<file path="src/rtl/atcaxi2tluh500_onehot2bin_pipe_pkg.sv">
// Shared definitions for the one-hot to binary encoder pipeline: output width helper,
// error counter geometry and the pipeline occupancy encoding.
package atcaxi2tluh500_onehot2bin_pipe_pkg;

    localparam int ERR_CNT_W = 8;
    localparam logic [ERR_CNT_W-1:0] ERR_CNT_MAX = 8'd255;

    typedef enum logic [1:0] {
        ST_EMPTY = 2'd0,
        ST_ONE   = 2'd1,
        ST_TWO   = 2'd2
    } pipe_state_e;

    // A single-bit vector still needs a one-bit index field.
    function automatic int bin_width(input int n);
        return (n > 1) ? $clog2(n) : 1;
    endfunction

endpackage

</file>
<file path="src/rtl/atcaxi2tluh500_onehot2bin.sv">
// Combinational LSB-priority N-to-W encoder with a one-hot check.
// The check exists only when ATCAXI2TLUH500_ONEHOT_CHK_EN is defined; otherwise err is 0.
module atcaxi2tluh500_onehot2bin
    import atcaxi2tluh500_onehot2bin_pipe_pkg::*;
#(
    parameter int N = 8,
    parameter int W = bin_width(N)
) (
    input  logic [N-1:0] onehot,
    output logic [W-1:0] bin,
    output logic         err
);

    always_comb begin
        // NOTE: assign a default before any conditional update so no latch is inferred.
        bin = '0;
        // Scanning from the top down lets the lowest set bit win.
        for (int i = N - 1; i >= 0; i--) begin
            if (onehot[i]) bin = W'(i);
        end
    end

`ifdef ATCAXI2TLUH500_ONEHOT_CHK_EN
    assign err = ($countones(onehot) != 1);
`else
    assign err = 1'b0;
`endif

endmodule

</file>
<file path="src/rtl/atcaxi2tluh500_onehot2bin_pipe.sv">
// Registered one-hot to binary encoder with a 2-entry skid stage and valid/ready handshakes.
// Error reporting is built only when ATCAXI2TLUH500_ONEHOT_CHK_EN is defined.
module atcaxi2tluh500_onehot2bin_pipe
    import atcaxi2tluh500_onehot2bin_pipe_pkg::*;
#(
    parameter int N  = 8,
    parameter int DW = 8,
    localparam int W = bin_width(N)
) (
    input  logic                 aclk,
    input  logic                 aresetn,
    input  logic                 in_valid,
    output logic                 in_ready,
    input  logic [N-1:0]         in_onehot,
    input  logic [DW-1:0]        in_data,
    output logic                 out_valid,
    input  logic                 out_ready,
    output logic [W-1:0]         out_bin,
    output logic [DW-1:0]        out_data,
    output logic                 out_err,
    input  logic                 clr_err,
    output logic                 sticky_err,
    output logic [ERR_CNT_W-1:0] err_cnt
);

    pipe_state_e   state, state_nxt;
    logic [W-1:0]  enc_bin, m_bin, s_bin;
    logic [DW-1:0] m_data, s_data;
    logic          enc_err;
    logic          accept, xfer;
    logic          load_m_in, load_m_skid, load_s;

    atcaxi2tluh500_onehot2bin #(.N(N), .W(W)) u_enc (
        .onehot (in_onehot),
        .bin    (enc_bin),
        .err    (enc_err)
    );

    assign out_valid = (state != ST_EMPTY);
    assign accept    = in_valid & in_ready;
    assign xfer      = out_valid & out_ready;
    assign out_bin   = m_bin;
    assign out_data  = m_data;

    always_comb begin
        state_nxt   = state;
        load_m_in   = 1'b0;
        load_m_skid = 1'b0;
        load_s      = 1'b0;
        case (state)
            ST_EMPTY: if (accept) begin
                load_m_in = 1'b1;
                state_nxt = ST_ONE;
            end
            ST_ONE: begin
                if (accept && xfer) begin
                    load_m_in = 1'b1;
                end else if (accept) begin
                    load_s    = 1'b1;
                    state_nxt = ST_TWO;
                end else if (xfer) begin
                    state_nxt = ST_EMPTY;
                end
            end
            ST_TWO: if (xfer) begin
                load_m_skid = 1'b1;
                state_nxt   = ST_ONE;
            end
            default: state_nxt = ST_EMPTY;
        endcase
    end

    // in_ready is registered from the next occupancy so it never depends on out_ready.
    always_ff @(posedge aclk) begin
        // NOTE: sequential state uses non-blocking assignments so all flops update together.
        if (!aresetn) begin
            state    <= ST_EMPTY;
            in_ready <= 1'b0;
        end else begin
            state    <= state_nxt;
            in_ready <= (state_nxt != ST_TWO);
        end
    end

    always_ff @(posedge aclk) begin
        if (!aresetn) begin
            m_bin  <= '0;
            m_data <= '0;
        end else if (load_m_in) begin
            m_bin  <= enc_bin;
            m_data <= in_data;
        end else if (load_m_skid) begin
            m_bin  <= s_bin;
            m_data <= s_data;
        end
    end

    // NOTE: the skid entry is only read after being loaded, so it carries no reset.
    always_ff @(posedge aclk) begin
        if (load_s) begin
            s_bin  <= enc_bin;
            s_data <= in_data;
        end
    end

`ifdef ATCAXI2TLUH500_ONEHOT_CHK_EN
    logic m_err, s_err;
    logic acc_err;

    assign acc_err = accept & enc_err;
    assign out_err = m_err;

    always_ff @(posedge aclk) begin
        if (!aresetn) begin
            m_err <= 1'b0;
        end else if (load_m_in) begin
            m_err <= enc_err;
        end else if (load_m_skid) begin
            m_err <= s_err;
        end
    end

    always_ff @(posedge aclk) begin
        if (load_s) s_err <= enc_err;
    end

    // Clear wins over a same-cycle error, which then restarts the count at one.
    always_ff @(posedge aclk) begin
        if (!aresetn) begin
            sticky_err <= 1'b0;
            err_cnt    <= '0;
        end else if (clr_err) begin
            sticky_err <= acc_err;
            err_cnt    <= acc_err ? ERR_CNT_W'(1) : '0;
        end else if (acc_err) begin
            sticky_err <= 1'b1;
            err_cnt    <= (err_cnt == ERR_CNT_MAX) ? err_cnt : err_cnt + 1'b1;
        end
    end
`else
    logic unused_chk;

    // Without the check there is nothing to clear and no error to carry.
    assign unused_chk = clr_err ^ enc_err;
    assign out_err    = 1'b0;
    assign sticky_err = 1'b0;
    assign err_cnt    = '0;
`endif

endmodule

</file>
<file path="config.mk">
export PLATFORM = sky130hd
export DESIGN_NAME = atcaxi2tluh500_onehot2bin_pipe
export DESIGN_NICKNAME = d
export VERILOG_FILES = /design/src/rtl/atcaxi2tluh500_onehot2bin_pipe_pkg.sv /design/src/rtl/atcaxi2tluh500_onehot2bin.sv /design/src/rtl/atcaxi2tluh500_onehot2bin_pipe.sv
export SDC_FILE = /design/constraint.sdc
export NUM_CORES = 1
export LEC_CHECK = 0
export ABC_AREA = 1
export CAP_MARGIN = 20
export CELL_PAD_IN_SITES_DETAIL_PLACEMENT = 0
export CELL_PAD_IN_SITES_GLOBAL_PLACEMENT = 2
export CORE_UTILIZATION = 26
export DETAILED_ROUTE_END_ITERATION = 10
export GPL_TIMING_DRIVEN = 0
export PLACE_DENSITY = 0.87
export SLEW_MARGIN = 20
export SYNTH_ARGS = -nofsm -noshare
export SYNTH_HDL_FRONTEND = slang
export SYNTH_SLANG_ARGS = --single-unit
</file>
<file path="constraint.sdc">
create_clock -name aclk -period 3.3 [get_ports aclk]
set_input_delay 0.33 -clock aclk [delete_from_list [all_inputs] [get_ports aclk]]
set_output_delay 0.33 -clock aclk [all_outputs]
set_load 0.02 [all_outputs]
</file>
; Word-level counts from Yosys, hierarchy flattened
; Cells that the tools add are included.
[classes]
n_eq_ne = 3
mux = 25
bitwise = 2
reduce_logical = 4
[op_table]
columns = cell, count
row1 = $mux W3, 10
row2 = $mux W8, 2
row3 = $mux W2, 5
row4 = $mux W1, 6
row5 = $pmux W2 S3, 1
row6 = $reduce_bool A2 Y1, 2
row7 = $and A1 B1 Y1, 2
row8 = $eq A2 B1 Y1 const B, 1
row9 = $eq A2 B2 Y1 const B, 1
row10 = $logic_not A2 Y1, 1
row11 = $ne A2 B2 Y1 const B, 1
row12 = $pmux W1 S2, 1
row13 = $logic_and A1 B1 Y1, 1
[word_totals]
regBits = 25
output_inout_bits = 23

; Depth between registers and ports, before layout
; Gate-level depths: netlist of run 1.
[depth]
depth_word = 9
ltp_mapped = 11

; Cells and area by module
; A second synthesis of run 1 with hierarchy kept.
[unflattened]
cells_unflattened = 157
area_unflattened_um2 = 1237.4
[by_module_without_submodules]
columns = module, instances, cells_per_inst, area_each_um2
row1 = atcaxi2tluh500_onehot2bin_pipe, 1, 136, 1131.1
row2 = atcaxi2tluh500_onehot2bin, 1, 21, 106.4

; Least setup slack after synthesis of run 1
; Ideal clock, no wire load.
[synth_timing]
path_type = register to register
startpoint = register in_ready
endpoint = register s_bin[0], enable pin
arrival_ps = 1036
t_required_ps = 2961
slack_ps = 1925
path_stages_with_launch = 5
synth_period_minus_slack_ps = 1375
path_cell_list = dfxtp_1 nand2_1 nor2_1 nand3_1 inv_1
[synth_via]
elab_chain_len = 4
[synth_lines]
columns = item, line
row1 = from (decl), atcaxi2tluh500_onehot2bin_pipe.sv:13  ; output logic in_ready,
row2 = from (signal assigned), atcaxi2tluh500_onehot2bin_pipe.sv:81  ; in_ready <= (state_nxt != ST_TWO);
row3 = $and A1 B1 Y1 (*), atcaxi2tluh500_onehot2bin_pipe.sv:40  ; assign accept = in_valid & in_ready;
row4 = $mux W1 / $logic_and A1 B1 Y1 (equally long branches), "atcaxi2tluh500_onehot2bin_pipe.sv:58, atcaxi2tluh500_onehot2bin_pipe.sv:56"
row5 = $mux W1 (*), atcaxi2tluh500_onehot2bin_pipe.sv:56  ; if (accept && xfer) begin
row6 = $mux W1 (*), atcaxi2tluh500_onehot2bin_pipe.sv:50  ; case (state)
row7 = named net load_s, atcaxi2tluh500_onehot2bin_pipe.sv:31  ; logic load_m_in, load_m_skid, load_s;
row8 = to (signal assigned), atcaxi2tluh500_onehot2bin_pipe.sv:101  ; s_bin <= enc_bin;
row9 = to (decl), atcaxi2tluh500_onehot2bin_pipe.sv:27  ; logic [W-1:0] enc_bin, m_bin, s_bin;
; The timed path passes the listed nets; every way through them passes the cells marked *.
; A chain may end at the register's enable or synchronous reset.

; Worst setup path in the final report of run 1
[layout_timing]
startpoint = register state[0]
endpoint = output out_valid
[layout_via]
elab_chain_len = 1
[layout_lines]
columns = item, line
row1 = from (decl), atcaxi2tluh500_onehot2bin_pipe.sv:26  ; pipe_state_e state, state_nxt;
row2 = from (signal assigned), atcaxi2tluh500_onehot2bin_pipe.sv:80  ; state <= state_nxt;
row3 = $reduce_bool A2 Y1, atcaxi2tluh500_onehot2bin_pipe.sv:39  ; assign out_valid = (state != ST_EMPTY);
row4 = to (decl), atcaxi2tluh500_onehot2bin_pipe.sv:16  ; output logic out_valid,
; No other way between the ends.

==> results_dict.tcl, run 1 <==
set metrics [dict create \
    max_stage_delay_ns 0.60 \
    initial_utilization 0.2724 \
    area_growth_syn_to_layout_pct 38.61 \
    finalHoldViolCount 0 \
    critPathKind "register to output pin" \
    synth.distinct_cells 20 \
    num-nets-final 205 \
    clk_latency_ns 0.26 \
    multiInputGateArea_um2 445.4 \
    cts_tree "yes" \
    cellLeakagePower_nw 0.8043 \
    firstDrtPassIters 3 \
    antenna_cells 0 \
    crit_fanout 5 \
    slew_viol_final 0 \
    cts_resized 0 \
    ys_top_cells_by_area "edfxtp_1, dfxtp_1, nand2_1" \
    drive_gt1_frac 0.1530 \
    fp-row-count 24 \
    crit_arrival_ns 1.40 \
    drt_iter0_drc 23 \
    syn_area_per_cell_um2 8.713 \
    cts_setup_buffers 0 \
    cts-htree-levels 1 \
    ir_drop_mv 0.1350 \
    layout_common_cells "nand2_1, clkdlybuf4s50_1, dfxtp_1" \
    hp-class "register to register" \
    dp_cells 231 \
    ys_seq_area_frac 0.5078 \
    setup_viol 0 \
    yosysWarnings 0 \
    clk_path_buf_depth 2 \
    startpoint_type "register" \
    min_period_ns 1.734 \
    seqCellArea_um2 610.6 \
    grt_pass1_vias 940 \
    die_h_um 70.01 \
    wire_per_inst_um 10.39 \
    yosys.area.top_type "edfxtp_1" \
    end_kind "output pin" \
    drv_cap 0 \
    power_density_mw_per_mm2 400.5 \
    netlist_area_mm2 0.001202 \
    grt_max_degree 14 \
    overflow 0 \
    stdcell_count 235 \
    cts_buffers 3 \
    hpwl_mm 1.835 \
    syn-instance-count 138 \
    drcViolationCount 0 \
    ys_ff_latch 25 \
    crit_required_ns 2.97 \
    cts-root-buf "clkbuf_8" \
    die_area_mm2 0.004901 \
    status "completed" \
    yosys.area.top_type_share 0.2747 \
    place_congestion 0.7548 \
    die_x_um 70.01 \
    clock.fmax_mhz 576.6 \
    mostFrequentLayoutCell "nand2_1" \
    ioPinCount 44 \
    clk_pin_slew_ns 0.08 \
    final_antenna_net_count 0 \
    portBuffers 32 \
    vias 1001 \
    postCtsHoldBufs 0 \
    clock_sinks 25 \
    fin_crit_sh 0.5255 \
    grt_pass1_wl_mm 4.209 \
    setup_tns_ns 0 \
    track_usage 0.1102 \
    fillerInstances 450 \
    grt_antenna_before_repair 0 \
    crit_chain "inv_2, nand2_4, clkdlybuf4s50_1" \
    rsz0062_at_grt "false" \
    skew_ns 0.004303 \
    wl_mm 2.441 \
    cpMaxStageDelayCell "clkdlybuf4s50_1" \
    vias_per_cell 4.260 \
    core_mm2 0.004414 \
]
## worst max-delay path, delay by kind of cell (launching register included)
kind / cells / cell delay (ns)
buffers and inverters: 2 / 0.69
DFF: 1 / 0.39
and+or+nand+nor: 1 / 0.08
## sequential cells by signal, summed over array words and instances, names as in the netlist
signal / count
out_bin: 3
s_bin: 3
state: 2
s_data: 8
out_data: 8
in_ready: 1
## final timing paths
| path | startpoint | to | slack (ns) | cells after the start |
|---|---|---|---|---|
| setup reg to reg | in_ready$_SDFF_PN0_ | s_bin[0]$_DFFE_PP_ | 1.84 | 4 |
| hold reg to reg | s_data[5]$_DFFE_PP_ | out_data[5]$_SDFFE_PN0P_ | 0.56 | 4 |
| setup / recovery | state[0]$_SDFF_PN0_ | out_valid | 1.57 | 3 |
| hold / removal | s_data[5]$_DFFE_PP_ | out_data[5]$_SDFFE_PN0P_ | 0.56 | 4 |
## area by class of cell
type                       instances  share of cell area
buffer                            15             0.06682
clock buffer                       4             0.02703
inverter                          17             0.04129
timing repair buffer              32              0.1922
tap                               52             0.03904
multi-input combinational         90              0.2673
sequential                        25              0.3664
## logic make-up (layout without fill, tap and decap cells)
| family | Yosys count | in the layout | share of synthesized area |
|---|---|---|---|
| flops | 25 | 25 | 0.5078 |
| buf+inv | 32 | 68 | 0.1498 |
| other cells | 1 | 10 | 0.003119 |
| simple gates | 65 | 65 | 0.2435 |
| compound gates | 15 | 15 | 0.09573 |
## metal layers
metal  GRT usage  routed length, µm
met1      0.1274               1095
met2      0.1891               1179
met3     0.02309                111
met4     0.06000                 55
met5           0                  0
## metrics by stage
stage	total power, mW	hold WS (ns)	cell area (µm²)	worst slack [ns]	utilization
after detailed placement	0.5050	0.5363	1622	1.374	0.3673
after floorplan	0.4422	0.4289	1236	1.925	-
final	0.6675	0.5570	1667	1.566	0.3776
after global routing	0.7079	0.6046	1667	1.484	0.3776
after CTS	0.6792	0.5643	1667	1.555	0.3776
after global placement	0.5025	0.5231	1622	1.408	0.3673
## synth_stat cells
master / n
buf_6: 1
inv_1: 13
o21ai_0: 2
edfxtp_1: 11
inv_2: 3
clkinv_4: 1
nand2_4: 1
buf_4: 12
dfxtp_1: 14
conb_1: 1
a21oi_1: 5
nand2_1: 36
nor3_1: 2
nand2_2: 3
nand3_2: 2
nor3b_1: 1
buf_2: 2
o211a_1: 8
nand3_1: 12
nor2_1: 8
## power breakdown
group          leakage, nW  switching, mW  total (mW)  internal [mW]
sequential           0.214        0.00845       0.347          0.339
combinational        0.567         0.0742       0.150         0.0755
clock               0.0228         0.0847       0.171         0.0860
total                0.804          0.167       0.667          0.500
Power figures use the tool's default switching activity.
==> run 2, diff against run 1 <==
Settings changed: CORE_UTILIZATION 26 to 24, PLACE_DENSITY 0.87 to 0.81.
Clock period 3.3 ns to 1.7 ns, I/O delays scaled along.
==> run 2 against run 1 <==
Worst hold slack worse by 0.063 ns. Die area is 8.1% higher. Clock-buffer cell count decreased by 1. Largest cell class unchanged.
==> results_dict.tcl, run 2 (same netlist as run 1, synthesis figures left out) <==
set metrics [dict create \
    end_kind "output pin" \
    setup_viol 0 \
    cts-htree-levels 1 \
    clk_latency_ns 0.26 \
    clk_path_buf_depth 2 \
    mostFrequentLayoutCell "nand2_1" \
    crit_fanout 5 \
    cts_setup_buffers 0 \
    fin_util 0.3524 \
    postCtsHoldBufs 0 \
    ir_drop_mv 0.2854 \
    status "completed" \
    track_usage 0.09815 \
    drive_gt1_frac 0.1585 \
    drv_cap 0 \
    wl_mm 2.485 \
    rsz0062_at_grt "false" \
    min_period_ns 1.591 \
    grt_pass1_vias 898 \
    stdcell_count 250 \
    cellLeakagePower_nw 0.8070 \
    die_x_um 72.78 \
    hp-class "input port to register" \
    crit_required_ns 1.53 \
    grt_antenna_before_repair 0 \
    finalHoldViolCount 0 \
    skew_ns 0.001710 \
    dp_cells 246 \
    place_ws_ns -0.05672 \
    power_density_mw_per_mm2 775.5 \
    critPathKind "register to output pin" \
    vias 987 \
    clock_sinks 25 \
    cts_tree "yes" \
    die_area_mm2 0.005297 \
    crit_arrival_ns 1.42 \
    vias_per_cell 3.948 \
    total_power_mw 1.308 \
    clock.fmax_mhz 628.6 \
    antenna_cells 0 \
    clk_pin_slew_ns 0.08 \
    stdcell_area_mm2 0.001687 \
    worst_hold_slack_ns 0.4937 \
    final_antenna_net_count 0 \
    grt_pass1_wl_mm 3.981 \
    fin_crit_sh 0.9358 \
    fillerInstances 485 \
    wire_per_inst_um 9.940 \
    cts_resized 0 \
    layout_common_cells "nand2_1, clkdlybuf4s50_1, dfxtp_1" \
    cts_buffers 3 \
    startpoint_type "register" \
    firstDrtPassIters 4 \
    placed_cell_area_mm2 0.001640 \
    area_growth_syn_to_layout_pct 40.27 \
    drt_iter0_drc 71 \
    drcViolationCount 0 \
    overflow 0 \
    die_h_um 72.78 \
    num-nets-final 205 \
    grt_max_degree 15 \
    setup_tns_ns 0 \
    place_congestion 0.8491 \
    slew_viol_final 0 \
    fp-row-count 25 \
    core_mm2 0.004786 \
    initial_utilization 0.2512 \
    ioPinCount 44 \
    setup_slack_ns 0.1092 \
    portBuffers 32 \
    hpwl_mm 1.849 \
    cts-root-buf "clkbuf_8" \
]
run 2: changes by cell type in the layout (fill, tap and decap cells not counted), sizes merged:
cell    change
clkbuf      -1
clkinv      +1
run 2: routing by layer:
layer / vias to the layer above / part of all wire / GRT usage
li1: 515 / - / -
met3: 4 / 0.061 / 0.01934
met4: 0 / 0.010 / 0.03268
met1: 432 / 0.47 / 0.1216
met5: - / 0 / 0
met2: 36 / 0.46 / 0.1703
run 2: worst max-delay path: stages (launching register included):
cell and delay, ns:
dfxtp_1 0.39, inv_2 0.09, nand2_4 0.08, clkdlybuf4s50_1 0.60
run 2: worst paths after layout:
kind                            slack [ns]           startpoint                  endpoint  depth (start not counted)
worst min-delay path                  0.49           in_data[0]       s_data[0]$_DFFE_PP_                          1
worst max register to register        0.26  in_ready$_SDFF_PN0_       s_data[3]$_DFFE_PP_                          4
worst max-delay path                  0.11  state[0]$_SDFF_PN0_                 out_valid                          3
worst min register to register        0.56  s_data[5]$_DFFE_PP_  out_data[5]$_SDFFE_PN0P_                          4
run 2: area by class of cell:
cell class	count	area, µm²	area share
inverter	17	68.82	0.04080
clock buffer	3	41.29	0.02448
timing repair buffer	32	320.3	0.1899
sequential	25	610.6	0.3620
tap	67	83.83	0.04970
buffer	15	111.4	0.06602
clock inverter	1	5.005	0.002967
multi-input combinational	90	445.4	0.2641
run 2: power breakdown:
group	internal [mW]	switching, mW	leakage (nW)	total (mW)
Clock	0.164	0.179	0.0255	0.342
Combinational	0.146	0.146	0.567	0.293
Sequential	0.657	0.0157	0.214	0.673
==> run 3, diff against run 2 <==
Settings changed: CTS_CLUSTER_SIZE set to 24.
==> results of run 3 <==
No change in the layout: final DEF, timing and power equal those of run 2.
